### config.mk
export PLATFORM = sky130hd
export DESIGN_NAME = note_key_encoder
export DESIGN_NICKNAME = d
export VERILOG_FILES = /design/src/rtl/note_key_encoder_pkg.sv /design/src/rtl/note_key_encoder_debouncer.sv /design/src/rtl/note_key_encoder.sv
export SDC_FILE = /design/constraint.sdc
export NUM_CORES = 1
export LEC_CHECK = 0
export ABC_CLOCK_PERIOD_IN_PS = 2800
export BUFFER_PORTS_ARGS = -buffer_cell sky130_fd_sc_hd__buf_4
export CAP_MARGIN = 30
export CORE_MARGIN = 2
export CORE_UTILIZATION = 38
export CTS_BUF_LIST = sky130_fd_sc_hd__clkbuf_2
export CTS_CLUSTER_DIAMETER = 60
export DETAILED_ROUTE_END_ITERATION = 8
export PLACE_DENSITY = 0.5
export SLEW_MARGIN = 0
export SYNTH_ARGS = -nofsm -noshare
export SYNTH_HDL_FRONTEND = slang
export SYNTH_SLANG_ARGS = --single-unit
### constraint.sdc
create_clock -name Clock -period 2.8 [get_ports Clock]
set_input_delay 0.14 -clock Clock [delete_from_list [all_inputs] [get_ports Clock]]
set_output_delay 0.14 -clock Clock [all_outputs]
set_load 0.01 [all_outputs]
### src/rtl/note_key_encoder_pkg.sv
// Shared note definitions: note codes, one-hot key constants and encoder FSM states.
package note_key_encoder_pkg;

  localparam int NUM_KEYS = 3;

  localparam logic [3:0] NOTE_NONE = 4'd0;
  localparam logic [3:0] NOTE_C    = 4'd1;
  localparam logic [3:0] NOTE_D    = 4'd2;
  localparam logic [3:0] NOTE_E    = 4'd3;

  localparam logic [NUM_KEYS-1:0] KEY_NONE = 3'b000;
  localparam logic [NUM_KEYS-1:0] KEY_C    = 3'b001;
  localparam logic [NUM_KEYS-1:0] KEY_D    = 3'b010;
  localparam logic [NUM_KEYS-1:0] KEY_E    = 3'b100;

  typedef enum logic [1:0] {
    ST_IDLE         = 2'd0,
    ST_PRESSED      = 2'd1,
    ST_WAIT_RELEASE = 2'd2
  } note_state_t;

  function automatic logic is_one_hot(input logic [NUM_KEYS-1:0] v);
    return (v != KEY_NONE) && ((v & (v - 1'b1)) == KEY_NONE);
  endfunction

  function automatic logic [3:0] key_to_note(input logic [NUM_KEYS-1:0] v);
    case (v)
      KEY_C:   return NOTE_C;
      KEY_D:   return NOTE_D;
      KEY_E:   return NOTE_E;
      default: return NOTE_NONE;
    endcase
  endfunction

endpackage

### src/rtl/note_key_encoder_debouncer.sv
// key_debouncer: 2-flop synchronizer followed by a saturating-free stability counter.
// The debounced level follows the synchronized level after DEBOUNCE_CYCLES consecutive differing cycles.
module key_debouncer #(
  parameter int DEBOUNCE_CYCLES = 250000
) (
  input  logic clk_i,
  input  logic rst_i,
  input  logic raw_i,
  output logic deb_o
);

  localparam int CW = $clog2(DEBOUNCE_CYCLES + 1);

  logic          meta_q, sync_q;
  logic          deb_q,  deb_d;
  logic [CW-1:0] cnt_q,  cnt_d;

  // Counter only reaches DEBOUNCE_CYCLES-1 before clearing, so it cannot wrap.
  always_comb begin
    deb_d = deb_q;
    cnt_d = '0;
    if (sync_q != deb_q) begin
      if (cnt_q == CW'(DEBOUNCE_CYCLES - 1)) begin
        deb_d = sync_q;
      end else begin
        cnt_d = cnt_q + 1'b1;
      end
    end
  end

  always_ff @(posedge clk_i) begin
    if (rst_i) begin
      meta_q <= 1'b0;
      sync_q <= 1'b0;
      deb_q  <= 1'b0;
      cnt_q  <= '0;
    end else begin
      meta_q <= raw_i;
      sync_q <= meta_q;
      deb_q  <= deb_d;
      cnt_q  <= cnt_d;
    end
  end

  assign deb_o = deb_q;

endmodule

### src/rtl/note_key_encoder.sv
// Debounces three one-hot note keys and reports the accepted note with a one-cycle valid pulse
// and a held level; chords, switches and disable periods must fully release before a new note.
module note_key_encoder
  import note_key_encoder_pkg::*;
#(
  parameter int DEBOUNCE_CYCLES = 250000
) (
  input  logic                Clock,
  input  logic                Reset,
  input  logic                Enable,
  input  logic [NUM_KEYS-1:0] KeyArray,
  output logic [3:0]          NoteNumber,
  output logic                NoteValid,
  output logic                NoteHeld
);

  logic [NUM_KEYS-1:0] deb_keys;
  logic [NUM_KEYS-1:0] key_q;
  logic [3:0]          note_q;
  logic                valid_q, held_q;
  note_state_t         state_q;

  for (genvar k = 0; k < NUM_KEYS; k++) begin : g_key
    key_debouncer #(
      .DEBOUNCE_CYCLES(DEBOUNCE_CYCLES)
    ) u_deb (
      .clk_i (Clock),
      .rst_i (Reset),
      .raw_i (KeyArray[k]),
      .deb_o (deb_keys[k])
    );
  end

  always_ff @(posedge Clock) begin
    if (Reset) begin
      state_q <= ST_IDLE;
      key_q   <= KEY_NONE;
      note_q  <= NOTE_NONE;
      valid_q <= 1'b0;
      held_q  <= 1'b0;
    end else if (!Enable) begin
      // Parking in WAIT_RELEASE forces a clean release before the next note.
      state_q <= ST_WAIT_RELEASE;
      valid_q <= 1'b0;
      held_q  <= 1'b0;
    end else begin
      valid_q <= 1'b0;
      case (state_q)
        ST_IDLE: begin
          if (is_one_hot(deb_keys)) begin
            state_q <= ST_PRESSED;
            key_q   <= deb_keys;
            note_q  <= key_to_note(deb_keys);
            valid_q <= 1'b1;
            held_q  <= 1'b1;
          end else if (deb_keys != KEY_NONE) begin
            state_q <= ST_WAIT_RELEASE;
          end
        end
        ST_PRESSED: begin
          if (deb_keys == KEY_NONE) begin
            state_q <= ST_IDLE;
            held_q  <= 1'b0;
          end else if (deb_keys != key_q) begin
            state_q <= ST_WAIT_RELEASE;
            held_q  <= 1'b0;
          end
        end
        ST_WAIT_RELEASE: begin
          if (deb_keys == KEY_NONE) state_q <= ST_IDLE;
        end
        default: begin
          state_q <= ST_IDLE;
          held_q  <= 1'b0;
        end
      endcase
    end
  end

  assign NoteNumber = note_q;
  assign NoteValid  = valid_q;
  assign NoteHeld   = held_q;

endmodule

**Word-level counts from Yosys, hierarchy flattened**

Index checks and enable logic that the tools add are counted.

- Register bits after elaboration: 74
- Input port bits: 6
- Word-level logic and storage cells: 78
- Output and inout bits: 6

- Muxes and demuxes: 13
- Reductions and logical operators: 17
- Equal/unequal tests: 19
- Bitwise gates (word level): 7
- Add/subtract/negate cells: 4

Operators with widths:

| cell | count |
|---|---|
| $add 18x1->18 const B | 3 |
| $eq 18x18->1 const B | 3 |
| $mux 2 | 6 |
| $pmux 2 s3 | 2 |
| $reduce_and 3->1 | 4 |
| $reduce_or 3->1 | 4 |
| $ne 3x3->1 const B | 3 |
| $ne 4x4->1 const B | 2 |
| $logic_not 3->1 | 2 |
| $not 1->1 | 6 |
| $reduce_and 2->1 | 3 |
| $mux 1 | 4 |
| $ne 2x2->1 const B | 2 |
| $and 3x3->3 | 1 |
| $eq 3x1->1 const B | 1 |
| $eq 3x2->1 const B | 1 |
| $eq 3x3->1 const B | 1 |
| $ne 1x1->1 | 3 |
| $ne 3x3->1 | 1 |
| $pmux 1 s3 | 1 |
| $reduce_bool 3->1 | 1 |
| $sub 3x1->3 const B | 1 |
| $eq 2x1->1 const B | 1 |
| $eq 2x2->1 const B | 1 |
| other kinds (3) | 3 |

**Longest topological paths before layout**

Gate-level depths: netlist of the first run.

- Depth in word-level cells: 7
- Gate-level depth with buffers: 6
- Mapped depth without buffers: 5

**Cells and area by module**

A second synthesis of the first run with hierarchy kept.

- Cell total of the unflattened synthesis: 369
- Area, all modules: 3249.4 µm²

Modules (own cells, without submodules):

| module | cells each | seq. area each (µm²) | area an instance (µm²) | instances |
|---|---|---|---|---|
| key_debouncer | 104 | 420.4 | 913.4 | 3 |
| note_key_encoder | 57 | 180.2 | 509.2 | 1 |

**Worst setup path before layout of the first run**

Ideal clock, no wire load.

- Path kind: register to register
- Start point: reg g_key[1].u_deb.cnt_q[0]
- End point: reg g_key[1].u_deb.cnt_q[10]
- Stages on the path, launching flop included: 7
- Setup time: 0.115 ns
- Arrival time: 1.689 ns
- Path buffers: 1
- Data required time: 2.685 ns
- Period minus slack after synthesis: 1.804 ns
- Slack: 0.996 ns
- Cells stage by stage: dfxtp_1 ha_1 nand3_1 or4_4 o21ai_4 buf_4 nor2_1

- Word-level cells in the longest chain between the ends: 2
- Elaborated cells on any way between the ends: 3
- Classes of those cells: add/sub: 1; eq/ne: 1; reduce/logical: 1

RTL lines:

| element | line | source |
|---|---|---|
| from (decl) | note_key_encoder_debouncer.sv:16 | `logic [CW-1:0] cnt_q, cnt_d;` |
| from (signal assigned) | note_key_encoder_debouncer.sv:41 | `cnt_q <= cnt_d;` |
| branches (longest 2 deep; another with $add 18x1->18) | n/a |  |

Several ways; the timed one is not identified.
A chain may end at the register's enable or synchronous reset.

**Worst setup path in the final report of the first run**

- Start point: reg g_key[1].u_deb.cnt_q[0]
- End point: reg g_key[1].u_deb.cnt_q[9]

Same word-level chain as after synthesis.

==> metrics.txt, run 1 <==
# TYPE chip_impl_metric gauge
chip_impl_metric{name="timing.final.max_slew_violations",unit=""} 0
chip_impl_metric{name="grt_pass1_vias",unit=""} 2234
chip_impl_metric{name="static-leakage-power",unit="nW"} 1.062
chip_impl_metric{name="io_pins",unit=""} 12
chip_impl_info{name="timing.setup.critical_path_class",value="flip-flop to flip-flop"} 1
chip_impl_metric{name="fin_nets",unit=""} 396
chip_impl_metric{name="wire_length_of_the_first_global_routing_pass",unit="um"} 9970
chip_impl_metric{name="layout.cells.non_filler",unit=""} 495
chip_impl_info{name="status",value="completed"} 1
chip_impl_metric{name="dr_total_vias",unit=""} 2430
chip_impl_metric{name="p_total",unit="W"} 0.001706
chip_impl_metric{name="initial_utilization",unit=""} 0.3936
chip_impl_info{name="most-common-layout-cells",value="dfxtp_1, nor2_1, xnor2_1"} 1
chip_impl_metric{name="placeableCoreArea",unit="sq um"} 8217
chip_impl_metric{name="ant_nets",unit=""} 0
chip_impl_metric{name="detailedRoute.firstIterationViolations",unit=""} 54
chip_impl_metric{name="layout-drive-gt1-share",unit=""} 0.1128
chip_impl_metric{name="grt_usage",unit=""} 0.1390
chip_impl_metric{name="max_slew.worst_pin.slew",unit="ps"} 577.3
chip_impl_info{name="rsz0062_at_grt",value="no"} 1
chip_impl_metric{name="power_density",unit="nW/um^2"} 472.0
chip_impl_metric{name="cts_resized",unit=""} 0
chip_impl_metric{name="cts_bufs_inserted",unit=""} 9
chip_impl_info{name="critical_path_cell_by_cell",value="ha_1 > nand3_1 > or4_4 > o21ai_4 > nor2_1"} 1
chip_impl_metric{name="ir_worst_vdd",unit="mV"} 0.2963
chip_impl_metric{name="drv.max_cap_violation_count",unit=""} 0
chip_impl_metric{name="clock_tree.htree_level_count",unit=""} 3
chip_impl_metric{name="synth_area_per_cell",unit="sq um"} 8.861
chip_impl_metric{name="finalHoldViolCount",unit=""} 0
chip_impl_metric{name="slew_headroom",unit=""} 0.6116
chip_impl_info{name="netlist_top_cells_area",value="dfxtp_1, xnor2_1, nor2_1"} 1
chip_impl_metric{name="floorplan.die.height",unit="um"} 96.26
chip_impl_metric{name="clk_path_buf_depth",unit=""} 2
chip_impl_metric{name="global_route.overflow_total",unit=""} 0
chip_impl_info{name="critPathSlowestCell",value="or4_4"} 1
chip_impl_info{name="clockRootBuffer",value="clkbuf_2"} 1
chip_impl_metric{name="grt_antenna_before_repair",unit=""} 0
chip_impl_metric{name="synthDominantCellAreaShare",unit=""} 0.4456
chip_impl_info{name="yosys_most_used_dff",value="dfxtp_1"} 1
chip_impl_info{name="end_kind",value="flip-flop"} 1
chip_impl_metric{name="drt_drc_violations_left",unit=""} 0
chip_impl_metric{name="synthesis.area",unit="sq um"} 3234
chip_impl_metric{name="cts.clk_slew.worst_paths",unit="ps"} 180
chip_impl_metric{name="crit_fanout",unit=""} 17
chip_impl_metric{name="gp_congestion",unit=""} 0.7276
chip_impl_metric{name="routed_wirelength",unit="um"} 5740
chip_impl_metric{name="floorplan.rows",unit=""} 33
chip_impl_info{name="final_common_cell",value="dfxtp_1"} 1
chip_impl_metric{name="fin_skew",unit="ps"} 34.97
chip_impl_metric{name="grt_max_degree",unit=""} 28
chip_impl_metric{name="yosys_register_bits",unit=""} 72
chip_impl_metric{name="report.final.setup_viol",unit=""} 0
chip_impl_metric{name="yosys.cell_types.count",unit=""} 46
chip_impl_metric{name="post-route-period-util",unit=""} 0.7222
chip_impl_metric{name="yosysSeqAreaShare",unit=""} 0.4456
chip_impl_metric{name="dp.final_hpwl",unit="um"} 3913
chip_impl_metric{name="yosys_warnings",unit=""} 0
chip_impl_metric{name="finalCriticalPeriod",unit="ps"} 2022
chip_impl_metric{name="input_output_buffers",unit=""} 9
chip_impl_metric{name="critical_path_arrival",unit="ps"} 2370
chip_impl_metric{name="dp.cells",unit=""} 472
chip_impl_metric{name="cts.sink_count",unit=""} 72
chip_impl_metric{name="synth_enable_flop_cells",unit=""} 0
chip_impl_metric{name="maxClockFrequency",unit="GHz"} 0.4946
chip_impl_metric{name="drt_pre_antenna_iters",unit=""} 4
chip_impl_info{name="cell_type_with_the_largest_total_area_after_synthesis",value="dfxtp_1"} 1
chip_impl_metric{name="nFillCells",unit=""} 819
chip_impl_metric{name="routed_wire_length_per_instance",unit="um"} 11.60
chip_impl_metric{name="die-width",unit="um"} 96.26
chip_impl_info{name="cts_tree",value="built"} 1
chip_impl_info{name="class_of_the_tightest_hold_or_removal_check",value="flip-flop to flip-flop"} 1
chip_impl_metric{name="clock_insertion_delay_worst_skew",unit="ps"} 480
chip_impl_metric{name="area.growth.synth_to_final",unit="%"} 11.76
chip_impl_metric{name="post-cts-setup-buffer-count",unit=""} 0
chip_impl_metric{name="postSynthCellCount",unit=""} 365
chip_impl_metric{name="average_via_count_per_standard_cell",unit=""} 4.909
chip_impl_info{name="critical_path.startpoint_type",value="flip-flop"} 1
chip_impl_metric{name="die-area",unit="sq um"} 9265
chip_impl_metric{name="fin_tns_setup",unit="ps"} 0
chip_impl_metric{name="antenna_cells_inserted",unit=""} 0
chip_impl_metric{name="timing.critical_path.required",unit="ps"} 3150
chip_impl_metric{name="ys_async_sr_fraction",unit=""} 0
chip_impl_metric{name="critical-path-max-stage-delay",unit="ps"} 570
-- area by class of cell --
cell class | instances | area, sq um | area share
Multi-Input combinational cell | 265 | 1673 | 0.4628
Timing Repair Buffer | 21 | 180.2 | 0.04984
Clock buffer | 10 | 50.05 | 0.01385
Tap cell | 105 | 131.4 | 0.03634
Inverter | 18 | 67.56 | 0.01869
Clock inverter | 4 | 71.32 | 0.01973
Sequential cell | 72 | 1441 | 0.3988
-- sequential cells by signal, summed over array words and instances (netlist names) --
name,count
NoteValid,1
state_q,2
key_q,3
NoteNumber,2
NoteHeld,1
g_key.u_deb.cnt_q,54
g_key.u_deb.meta_q,3
g_key.u_deb.deb_o,3
g_key.u_deb.sync_q,3
-- kinds of logic (layout without fill, tap and decap cells) --
| logic type | Yosys count | count (layout) | share of synthesized area |
|---|---|---|---|
| AOI/OAI and AO/OA | 39 | 39 | 0.07776 |
| other | 1 | 2 | 0.001159 |
| buffers and inverters | 29 | 53 | 0.03830 |
| DFF | 72 | 72 | 0.4456 |
| adders and majority gates | 3 | 3 | 0.01161 |
| muxes | 4 | 4 | 0.01238 |
| and+or+nand+nor | 171 | 171 | 0.2886 |
| xor gates and xnor gates | 46 | 46 | 0.1246 |
-- critical path: cells and delay by family (launching register included) --
kind,cells,cell delay [ps]
flip-flops,1,420
AO/OA/AOI/OAI,1,420
adder cells (fa/ha/maj),1,220
AND/OR/NAND/NOR,3,870
-- per-stage QoR --
stage / util / hold slack, ps / area [sq um] / worst slack [ps]
after floorplan: - / 255.5 / 3238 / 996.5
after global placement: 0.4142 / 360.6 / 3403 / 794.2
after detailed placement: 0.4142 / 366.3 / 3403 / 749.6
after CTS: 0.4399 / 449.6 / 3615 / 737.6
after global routing: 0.4399 / 464.0 / 3615 / 590.4
final: 0.4399 / 454.1 / 3615 / 778.0
-- synthesized netlist by cell type (2+ instances only) --
cell type  count
dfxtp_1       72
nor2_1        59
xnor2_1       39
inv_1         18
nand3_1       18
nor3_1        18
nand2_1       14
a21oi_1       13
o21ai_0       13
nor4_1        11
nand4_1        7
nor2b_1        7
xor2_1         7
or3_1          6
clkbuf_1       5
nor4b_1        5
mux2i_1        4
nand3_2        4
buf_2          3
buf_4          3
ha_1           3
nand2b_1       3
nand3b_1       3
or4_4          3
a31oi_1        2
and3_1         2
nand4_2        2
or2_2          2
or4_1          2
-- repair_timing --
action | in CTS | in global routing
hold endpoints to repair | 16 | 0
hold buffers | 9 | 0
setup endpoints to repair | 0 | 0
-- worst paths after layout --
kind	from	to	slack, ps	cells past startpoint
max	g_key[1].u_deb.cnt_q[0]	g_key[1].u_deb.cnt_q[9]	780	5
min	g_key[0].u_deb.meta_q	g_key[0].u_deb.sync_q	450	1
max reg2reg	g_key[1].u_deb.cnt_q[0]	g_key[1].u_deb.cnt_q[9]	780	5
min reg2reg	g_key[0].u_deb.meta_q	g_key[0].u_deb.sync_q	450	1
-- report_power, final --
part           switching [W]  internal (W)  leakage, nW
combinational      0.0000200     0.0000211        0.409
sequential        0.00000433       0.00103        0.581
clock               0.000341      0.000288       0.0715
total               0.000365       0.00134         1.06
-- routing by layer --
| layer | vias to the layer above | part of all wire | track usage |
|---|---|---|---|
| met2 | 16 | 0.46 | 0.2245 |
| met5 | - | 0 | 0 |
| met3 | 6 | 0.028 | 0.05168 |
| met1 | 1101 | 0.50 | 0.1718 |
| li1 | 1307 | - | - |
| met4 | 0 | 0.013 | 0.04286 |
Power figures use the tool's default switching activity.
==> inputs of run 2 (changes only) <==
--- a/config.mk
+++ b/config.mk
@@ -5,7 +5,8 @@
 export SDC_FILE = /design/constraint.sdc
 export NUM_CORES = 1
 export LEC_CHECK = 0
-export ABC_CLOCK_PERIOD_IN_PS = 2800
+export ABC_AREA = 1
+export ABC_CLOCK_PERIOD_IN_PS = 1800
 export BUFFER_PORTS_ARGS = -buffer_cell sky130_fd_sc_hd__buf_4
 export CAP_MARGIN = 30
 export CORE_MARGIN = 2
@@ -13,7 +14,7 @@
 export CTS_BUF_LIST = sky130_fd_sc_hd__clkbuf_2
 export CTS_CLUSTER_DIAMETER = 60
 export DETAILED_ROUTE_END_ITERATION = 8
-export PLACE_DENSITY = 0.5
+export PLACE_DENSITY = 0.52
 export SLEW_MARGIN = 0
 export SYNTH_ARGS = -nofsm -noshare
 export SYNTH_HDL_FRONTEND = slang
==> constraint.sdc (replaced) <==
create_clock -name Clock -period 1.8 [get_ports Clock]
set_input_delay 0.09 -clock Clock [delete_from_list [all_inputs] [get_ports Clock]]
set_output_delay 0.09 -clock Clock [all_outputs]
set_load 0.01 [all_outputs]
==> run 2 against run 1 <==
Power grew 50%. Sequential cell count did not move. Sequential power is 55% higher. First-iteration DRC count rose by 30%. Final area grew 9.4%. Worst hold slack worse by 160 ps. Register-to-register slack worse by 610 ps. Worst setup slack worse by 610 ps. Non-clock buffer count grew 6. Combinational power is 100% higher. Clock power up 37%. Critical endpoint is now g_key[0].u_deb.cnt_q[17]. Largest power group unchanged.
==> metrics.txt, run 2 <==
# TYPE chip_impl_metric gauge
chip_impl_info{name="status",value="completed"} 1
chip_impl_metric{name="dp.final_hpwl",unit="um"} 5088
chip_impl_info{name="netlist_top_cells_area",value="dfxtp_1, nand2_1, nor2_1"} 1
chip_impl_info{name="timing.setup.critical_path_class",value="flip-flop to flip-flop"} 1
chip_impl_metric{name="synth_fa_ha_area_frac",unit=""} 0.01063
chip_impl_metric{name="global_route.overflow_total",unit=""} 0
chip_impl_metric{name="gp_congestion",unit=""} 0.8344
chip_impl_metric{name="synth_enable_flop_cells",unit=""} 0
chip_impl_metric{name="post-route-period-util",unit=""} 0.9050
chip_impl_metric{name="clock_insertion_delay_worst_skew",unit="ps"} 500
chip_impl_metric{name="max_slew.worst_pin.slew",unit="ps"} 548.1
chip_impl_metric{name="max_ffs_per_register",unit=""} 54
chip_impl_metric{name="static-leakage-power",unit="nW"} 1.267
chip_impl_metric{name="grt_usage",unit=""} 0.1462
chip_impl_metric{name="area.growth.synth_to_final",unit="%"} 12.05
chip_impl_metric{name="synth-simple-area-share",unit=""} 0.3814
chip_impl_metric{name="detailedRoute.firstIterationViolations",unit=""} 70
chip_impl_metric{name="drt_drc_violations_left",unit=""} 0
chip_impl_info{name="class_of_the_tightest_hold_or_removal_check",value="input pin to flip-flop"} 1
chip_impl_info{name="synth_commonest_cells",value="nand2_1, dfxtp_1, nor2_1"} 1
chip_impl_metric{name="grt_max_degree",unit=""} 19
chip_impl_metric{name="crit_fanout",unit=""} 9
chip_impl_metric{name="synthMuxAreaShare",unit=""} 0
chip_impl_metric{name="nFillCells",unit=""} 955
chip_impl_metric{name="fin_nets",unit=""} 516
chip_impl_metric{name="ant_nets",unit=""} 0
chip_impl_metric{name="clk_path_buf_depth",unit=""} 2
chip_impl_metric{name="cts.sink_count",unit=""} 72
chip_impl_metric{name="slew_headroom",unit=""} 0.6318
chip_impl_metric{name="post_synth_xor_area_fraction",unit=""} 0.06203
chip_impl_metric{name="layout.cells.non_filler",unit=""} 622
chip_impl_metric{name="dr_total_vias",unit=""} 2908
chip_impl_info{name="most-common-layout-cells",value="nand2_1, dfxtp_1, nor2_1"} 1
chip_impl_info{name="reg2reg_to",value="g_key[0].u_deb.cnt_q[17]"} 1
chip_impl_metric{name="worst_hold_path.num_cells",unit=""} 3
chip_impl_info{name="regMostFlops",value="g_key.u_deb.cnt_q"} 1
chip_impl_metric{name="grt_antenna_before_repair",unit=""} 0
chip_impl_info{name="dominant_combinational_cell_family_by_area_after_synthesis",value="simple AND/OR/NAND/NOR gates"} 1
chip_impl_metric{name="timing.final.max_slew_violations",unit=""} 0
chip_impl_metric{name="antenna_cells_inserted",unit=""} 0
chip_impl_metric{name="input_output_buffers",unit=""} 9
chip_impl_metric{name="synth_area_per_cell",unit="sq um"} 7.431
chip_impl_metric{name="dp.cells",unit=""} 599
chip_impl_metric{name="placeableCoreArea",unit="sq um"} 9109
chip_impl_info{name="yosys_most_used_dff",value="dfxtp_1"} 1
chip_impl_metric{name="maxClockFrequency",unit="GHz"} 0.6139
chip_impl_metric{name="floorplan.rows",unit=""} 35
chip_impl_metric{name="synth_compound_gate_area_share",unit=""} 0.06239
chip_impl_metric{name="finalCriticalPeriod",unit="ps"} 1629
chip_impl_metric{name="timing.critical_path.required",unit="ps"} 2190
chip_impl_metric{name="ff_latch_area",unit="sq um"} 1441
chip_impl_metric{name="finalHoldViolCount",unit=""} 0
chip_impl_metric{name="average_via_count_per_standard_cell",unit=""} 4.675
chip_impl_metric{name="yosysSeqAreaShare",unit=""} 0.4084
chip_impl_metric{name="yosys.cell_types.count",unit=""} 33
chip_impl_metric{name="fin_skew",unit="ps"} 25.69
chip_impl_metric{name="floorplan.die.height",unit="um"} 100.4
chip_impl_info{name="end_kind",value="flip-flop"} 1
chip_impl_metric{name="timing.reg2reg.setup_slack",unit="ps"} 170
chip_impl_metric{name="depth_of_the_worst_register_to_register_path",unit=""} 8
chip_impl_metric{name="postSynthCellCount",unit=""} 475
chip_impl_metric{name="clock_tree.htree_level_count",unit=""} 3
chip_impl_metric{name="die-area",unit="sq um"} 10080
chip_impl_metric{name="power_density",unit="nW/um^2"} 645.8
chip_impl_metric{name="die-width",unit="um"} 100.4
chip_impl_metric{name="drt_pre_antenna_iters",unit=""} 4
chip_impl_metric{name="grt_pass1_vias",unit=""} 2749
chip_impl_info{name="critical_path.startpoint_type",value="flip-flop"} 1
chip_impl_metric{name="report.final.setup_viol",unit=""} 0
chip_impl_info{name="rsz0062_at_grt",value="no"} 1
chip_impl_metric{name="cts_bufs_inserted",unit=""} 9
chip_impl_info{name="hold_path.startpoint",value="Enable"} 1
chip_impl_info{name="post-synth-top-count-cell",value="nand2_1"} 1
chip_impl_metric{name="yosys_warnings",unit=""} 0
chip_impl_metric{name="synthDominantCellAreaShare",unit=""} 0.4084
chip_impl_info{name="cell_type_with_the_largest_total_area_after_synthesis",value="dfxtp_1"} 1
chip_impl_info{name="final_common_cell",value="nand2_1"} 1
chip_impl_metric{name="drv.max_cap_violation_count",unit=""} 0
chip_impl_metric{name="routed_wirelength",unit="um"} 6648
chip_impl_metric{name="wire_length_of_the_first_global_routing_pass",unit="um"} 11900
chip_impl_info{name="cts_tree",value="built"} 1
chip_impl_metric{name="critical_path_arrival",unit="ps"} 2020
chip_impl_metric{name="routed_wire_length_per_instance",unit="um"} 10.69
chip_impl_info{name="holdPathEnd",value="state_q[1]"} 1
chip_impl_metric{name="layout-drive-gt1-share",unit=""} 0.1350
chip_impl_info{name="clockRootBuffer",value="clkbuf_2"} 1
chip_impl_metric{name="synthesis.area",unit="sq um"} 3530
chip_impl_metric{name="cts.clk_slew.worst_paths",unit="ps"} 200
chip_impl_metric{name="initial_utilization",unit=""} 0.3875
chip_impl_metric{name="ys_async_sr_fraction",unit=""} 0
chip_impl_info{name="crit-reg2reg-launch",value="g_key[0].u_deb.cnt_q[1]"} 1
chip_impl_metric{name="yosys_register_bits",unit=""} 72
chip_impl_metric{name="multi_input_area",unit="sq um"} 1831
chip_impl_metric{name="io_pins",unit=""} 12
chip_impl_metric{name="fin_tns_setup",unit="ps"} 0
chip_impl_metric{name="ir_worst_vdd",unit="mV"} 0.2758
[run 2: changes by cell type after synthesis, sizes merged, moves of 5 or more]
cell	delta
nor4b	-5
a21oi	+20
xor2	+11
or3	-6
nand3	+9
inv	+34
nor4	-9
nand2	+94
o21ai	-5
xnor2	-32
nor2b	-7
nor2	+23
or4	-5
[run 2: timing repair]
| action | CTS | global route |
|---|---|---|
| resized for setup | 0 | 0 |
| setup buffers | 0 | 0 |
| hold buffers | 8 | 0 |
| endpoints found under the hold margin | 14 | 0 |
[run 2: cell type report]
class                      count  share of cell area
clock buffer                  11             0.01392
clock inverter                 4             0.01171
inverter                      52             0.04935
multi-input combinational    345              0.4628
sequential                    72              0.3644
tap                          111             0.03512
timing repair buffer          27             0.06264
[run 2: logic make-up (layout without fill, tap and decap cells)]
group	Yosys count	count (layout)
AOI/OAI and AO/OA	44	44
xor gates and xnor gates	25	25
adders and majority gates	3	3
buffers and inverters	59	94
DFF	72	72
other	1	2
and+or+nand+nor	271	271
[run 2: report_power, final]
group | switching (W) | internal, W | leakage (nW)
Clock | 0.000542 | 0.000319 | 0.0654
Combinational | 0.0000455 | 0.0000383 | 0.620
Sequential | 0.00000408 | 0.00161 | 0.582
[run 2: critical path: stages, from the launching register on]
cell and delay (ps):
dfxtp_1 390, ha_1 210, nand3_2 120, or2_4 260
nor3_4 160, nand2_2 90, nand2_4 100, buf_12 150
a21oi_1 50
[run 2: how the worst max path moves through the flow]
stage                                       start  slack (ps)                        to  depth (start not counted)
after floorplan           g_key[0].u_deb.cnt_q[0]         210   g_key[0].u_deb.cnt_q[2]                          8
after global placement    g_key[0].u_deb.cnt_q[1]         230  g_key[0].u_deb.cnt_q[13]                          8
after detailed placement  g_key[0].u_deb.cnt_q[1]         180  g_key[0].u_deb.cnt_q[17]                          8
after CTS                 g_key[0].u_deb.cnt_q[1]         160  g_key[0].u_deb.cnt_q[17]                          8
after global routing      g_key[2].u_deb.cnt_q[1]          40  g_key[2].u_deb.cnt_q[12]                          9
final                     g_key[0].u_deb.cnt_q[1]         170  g_key[0].u_deb.cnt_q[17]                          8
[run 2: metrics by stage]
step | setup WS, ps | power, W | cell area [sq um] | hold WS [ps] | utilization
after detailed placement | 180.3 | 0.001714 | 3774 | 300.0 | 0.4143
final | 171.0 | 0.002554 | 3955 | 297.3 | 0.4342
after floorplan | 206.2 | 0.001693 | 3533 | 185.9 | -
after global placement | 228.5 | 0.001714 | 3774 | 294.5 | 0.4143
after global routing | 43.06 | 0.002681 | 3955 | 268.3 | 0.4342
after CTS | 160.6 | 0.002618 | 3955 | 254.3 | 0.4342
[run 2: routing by layer]
layer / vias to the layer above / GRT usage / wire length, um
li1: 1579 / - / -
met1: 1287 / 0.1873 / 3366
met2: 34 / 0.2370 / 2981
met3: 8 / 0.03969 / 206
met4: 0 / 0.05163 / 94
met5: - / 0 / 0
